===== src/rtl/fir_decim.sv =====
// Decimating FIR filter: reads DECIM samples, runs a serial TAPS-cycle MAC over a
// fixed Q10 coefficient table, then writes one filtered sample to the output FIFO.
module fir_decim #(
  parameter int DATA_WIDTH = 32,
  parameter int TAPS       = 8,
  parameter int DECIM      = 4,
  parameter int Q_BITS     = 10
) (
  input  logic                  clk,
  input  logic                  rst,
  input  logic [DATA_WIDTH-1:0] x_in,
  input  logic                  x_in_empty,
  output logic                  x_in_rd_en,
  output logic [DATA_WIDTH-1:0] y_out,
  input  logic                  y_out_full,
  output logic                  y_out_wr_en
);

  localparam int ACC_W = 64;
  localparam int IDX_W = (TAPS > 1) ? $clog2(TAPS) : 1;
  localparam logic [IDX_W-1:0] LAST_RD  = IDX_W'(DECIM - 1);
  localparam logic [IDX_W-1:0] LAST_MAC = IDX_W'(TAPS - 1);

  typedef enum logic [1:0] {S_READ, S_MAC, S_WRITE} state_t;

  state_t                        state;
  logic signed [DATA_WIDTH-1:0]  taps_q [TAPS];
  logic        [IDX_W-1:0]       rd_cnt;
  logic        [IDX_W-1:0]       mac_idx;
  logic signed [ACC_W-1:0]       acc;
  logic signed [ACC_W-1:0]       prod;
  logic signed [ACC_W-1:0]       acc_next;

  // Symmetric low-pass, coefficients sum to 1024 (unity DC gain in Q10).
  function automatic logic signed [15:0] coef(input logic [IDX_W-1:0] idx);
    case (int'(idx))
      0, 7:    coef = -16'sd12;
      1, 6:    coef = 16'sd40;
      2, 5:    coef = 16'sd150;
      3, 4:    coef = 16'sd334;
      default: coef = 16'sd0;
    endcase
  endfunction

  // NOTE: every always_comb output gets a value on every path, so no latch is inferred.
  always_comb begin
    prod     = ACC_W'(taps_q[mac_idx]) * ACC_W'(coef(mac_idx));
    acc_next = acc + prod;
  end

  // Handshakes are combinational from state so a pop or write happens in the same
  // cycle the FIFO flag allows it; reset gates them off immediately.
  assign x_in_rd_en  = !rst && (state == S_READ)  && !x_in_empty;
  assign y_out_wr_en = !rst && (state == S_WRITE) && !y_out_full;

  // NOTE: sequential state uses non-blocking assignments only, so every register
  // samples pre-edge values regardless of statement order.
  always_ff @(posedge clk or posedge rst) begin
    if (rst) begin
      state   <= S_READ;
      rd_cnt  <= '0;
      mac_idx <= '0;
      acc     <= '0;
      y_out   <= '0;
      // NOTE: the delay line is a handful of flops, not a RAM, so it is reset so the
      // first output after reset sees zeros in unfilled positions.
      for (int k = 0; k < TAPS; k++) taps_q[k] <= '0;
    end else begin
      case (state)
        S_READ: begin
          if (x_in_rd_en) begin
            for (int k = TAPS - 1; k > 0; k--) taps_q[k] <= taps_q[k-1];
            taps_q[0] <= x_in;
            if (rd_cnt == LAST_RD) begin
              rd_cnt  <= '0;
              acc     <= '0;
              mac_idx <= '0;
              state   <= S_MAC;
            end else begin
              rd_cnt <= rd_cnt + IDX_W'(1);
            end
          end
        end
        S_MAC: begin
          acc <= acc_next;
          if (mac_idx == LAST_MAC) begin
            y_out   <= DATA_WIDTH'(acc_next >>> Q_BITS);
            mac_idx <= '0;
            state   <= S_WRITE;
          end else begin
            mac_idx <= mac_idx + IDX_W'(1);
          end
        end
        S_WRITE: begin
          if (y_out_wr_en) state <= S_READ;
        end
        default: state <= S_READ;
      endcase
    end
  end

endmodule


===== config.mk =====
export PLATFORM = sky130hd
export DESIGN_NAME = fir_decim
export DESIGN_NICKNAME = d
export VERILOG_FILES = /design/src/rtl/fir_decim.sv
export SDC_FILE = /design/constraint.sdc
export NUM_CORES = 2
export LEC_CHECK = 0
export BUFFER_PORTS_ARGS = -buffer_cell sky130_fd_sc_hd__clkbuf_2
export CORE_MARGIN = 4
export CORE_UTILIZATION = 40
export DETAILED_ROUTE_END_ITERATION = 8
export GPL_TIMING_DRIVEN = 0
export HOLD_SLACK_MARGIN = 0.03
export PLACE_DENSITY = 0.58
export SETUP_SLACK_MARGIN = 0.4
export SYNTH_ARGS = -nofsm -noshare
export SYNTH_HDL_FRONTEND = slang
export SYNTH_SLANG_ARGS = --single-unit

===== constraint.sdc =====
create_clock -name clk -period 14.9 [get_ports clk]
set_clock_uncertainty 0.05 [all_clocks]
set_input_delay 2.235 -clock clk [delete_from_list [all_inputs] [get_ports clk]]
set_output_delay 2.235 -clock clk [all_outputs]
set_load 0.03 [all_outputs]

==> flow_summary.ini <==
[outcome]
outcome = finished clean

[run]
maxCapViolCount = 0

[cts]
cts_htree_levels = 2
cts_root_buffer = clkbuf_16
postCtsHoldBufs = 0
insertion_delay_ns = 0.59
cts_setup_buffers = 0
numCtsBuffers = 40
clk_pin_slew_ns = 0.06
numClockSinks = 337
cts.path.max_buffers = 3
cts_resized = 0
cts_tree = yes

[synth]
synth-edff-count = 0
yosysWarnings = 0
synthArstFlopShare_pct = 100
ys_ff_latch = 337
synthCells = 2689
syn_area_per_cell_um2 = 11.0
synth_area_mm2 = 0.0296
synth_nets = 3269
yosys_most_used_dff = dfrtp_1
yosysSeqAreaShare_pct = 28.5
yosysUniqueCellTypes = 54

[layout]
area_growth_pct = 10.1
utilization_pct = 44.5
nets = 3383
seq_area_mm2 = 0.00843
multi_input_area_mm2 = 0.0185
nFillCells = 6842
final_cells = 3793
drive_above_1_share_pct = 16.4

[placement]
place_congestion = 0.900
dp_hpwl_um = 65700
numPortBuffers = 69
dp.cells = 3720

[global_routing]
grt_pass1_vias = 21000
grt-ovfl-total = 0
antenna_found_initial = 1
grtUsageTotal_pct = 20.7
grtUsageMet2_pct = 33.2
grt-busiest-layer = met2
grt_max_degree = 123
grt_pass1_wl_um = 124000
grt_use_met3_pct = 2.80
use_met1_pct = 29.3

[setup_path]
arrival_ns = 11.33
cp_max_fo = 10
critPathKind = reg -> reg
slowest_stage = mux2i_1
cp-end-kind = register
required_ns = 15.36
critical-path-max-stage-delay_ns = 0.70
critPathLaunchType = register

[die]
initial_utilization_pct = 40.4
rows = 99
die_area_mm2 = 0.0784
fp.dieW_um = 280
ios = 70
die_h_um = 280
coreArea_mm2 = 0.0732

[timing]
final_hold_viol_count = 0
relSlewSlack_pct = 20.7
grt_setup_unrepaired = false
worst_slew_pin_slew_ns = 1.19
fin_crit_ns = 10.87
fin_crit_sh_pct = 72.9
drv_slew = 0
setup_viol = 0
fmax_mhz = 92.0

[detailed_routing]
firstDrtPassIters = 5
vias_per_cell = 5.03
dr_total_vias = 19100
drc_errors = 0
drt_iter0_markers = 1101
wire_per_inst_um = 20.9
wl_um = 79100
ant_nets = 0

[worst_hold_path]
min_path_type = reg -> reg
-- final timing paths --
kind	startpoint	endpoint	slack, ns	depth (start not counted)
max	mac_idx[0]	acc[39]	4.03	32
min	y_out[31]	y_out[31]	0.43	2
max reg2reg	mac_idx[0]	acc[39]	4.03	32
min reg2reg	y_out[31]	y_out[31]	0.43	2
max in group asynchronous	rst	y_out[11]	11.79	4
min in group asynchronous	rst	taps_q[253]	1.68	2
-- worst max-delay path: cells and delay by family (launching register included) --
kind / cells / cell delay, ns
compound gates: 5 / 1.41
fa+ha+maj: 8 / 3.31
buf+inv: 13 / 3.51
flops: 1 / 0.40
mux: 1 / 0.70
simple gates: 5 / 1.40
-- per-layer routing --
layer,vias up,part of all wire (%)
met3,119,4.7
met1,9831,46
met2,426,45
li1,8710,-
met5,-,0
met4,0,3.6
-- Yosys cell counts, types with 2 or more instances --
cell type,instances,area [um^2]
mux2_2,283,3190
nand3_1,8,40.0
ha_1,129,1610
o22a_1,4,35.0
dfrtp_1,337,8430
buf_2,17,85.1
clkbuf_1,73,274
nor2b_1,17,106
or4_1,3,22.5
nor3_1,9,45.0
o21ai_0,39,195
or2_2,17,106
maj3_1,7,70.1
o31ai_1,7,52.6
xnor2_1,47,412
a21o_1,31,233
inv_1,609,2290
a31oi_1,4,25.0
nand2b_1,21,131
o211ai_1,6,45.0
buf_1,13,48.8
and2_1,10,62.6
nand2_1,126,473
o22ai_1,58,363
or3_1,3,18.8
nand4_1,8,50.1
a22o_1,27,236
a21oi_1,44,220
mux2i_1,126,1260
o21bai_1,11,82.6
a21boi_0,3,22.5
mux4_2,6,135
nor2_1,118,443
fa_1,415,8310
and3_1,4,25.0
a32o_1,2,20.0
buf_4,3,22.5
xor2_1,22,193
o31a_1,2,17.5
o21a_1,6,45.0
-- state kept, by name, indices dropped and copies added (netlist names) --
name / cells
state: 2
acc: 41
y_out: 32
mac_idx: 3
taps_q: 256
rd_cnt: 3
-- cells by family (layout without fill, tap and decap cells) --
kind of cell	Yosys count	after routing	share of synthesized area [%]
XOR/XNOR	69	69	2.04
flip-flops	337	337	28.5
multiplexers	415	415	15.5
AO/OA/AOI/OAI	255	255	5.84
adder cells (fa/ha/maj)	551	551	33.8
buffers and inverters	715	859	9.18
AND/OR/NAND/NOR	347	347	5.22
other	0	1	0
-- cell usage in the layout (no fill, tap or decap), types with 4 or more instances in the layout --
master,count
a21oi_1,44
inv_1,608
o21bai_1,11
clkbuf_16,41
nor2b_1,17
mux4_2,6
dfrtp_1,337
o21ai_0,39
a22o_1,27
and3_1,4
nand3_1,8
mux2i_1,126
clkbuf_1,82
xor2_1,22
buf_2,17
o31ai_1,7
nor3_1,9
nand2_1,126
o21a_1,6
a31oi_1,4
and2_1,10
mux2_2,283
fa_1,415
or2_2,17
o22a_1,4
nand2b_1,21
maj3_1,7
o211ai_1,6
a21o_1,31
clkinv_2,6
buf_1,13
o22ai_1,58
clkbuf_8,9
clkbuf_2,69
xnor2_1,47
nor2_1,118
nand4_1,8
ha_1,129
-- metrics by stage --
step | setup WS [ns] | hold WS (ns) | cell area (um^2) | setup TNS [ns]
floorplan | 3.28 | 0.405 | 29600 | 0
global placement | -0.615 | 0.423 | 31100 | -189.18
detailed placement | 4.07 | 0.421 | 31200 | 0
CTS | 4.06 | 0.436 | 32600 | 0
global route | 3.62 | 0.461 | 32600 | 0
finish | 4.03 | 0.432 | 32600 | 0
-- layout make-up --
cell class              instances  area share [%]
well taps                     959            3.68
flip-flops and latches        337            25.9
clock inverters                13           0.507
repair buffers                 72            1.31
diodes                          1         0.00768
clock buffers                  59            3.63
multi-input cells            1637            56.6
inverters                     609            7.04
plain buffers                 106            1.32
Power is left out: the tool's default activity adds up to more than one toggle a clock period on the data nets, which glitch-free logic cannot reach.
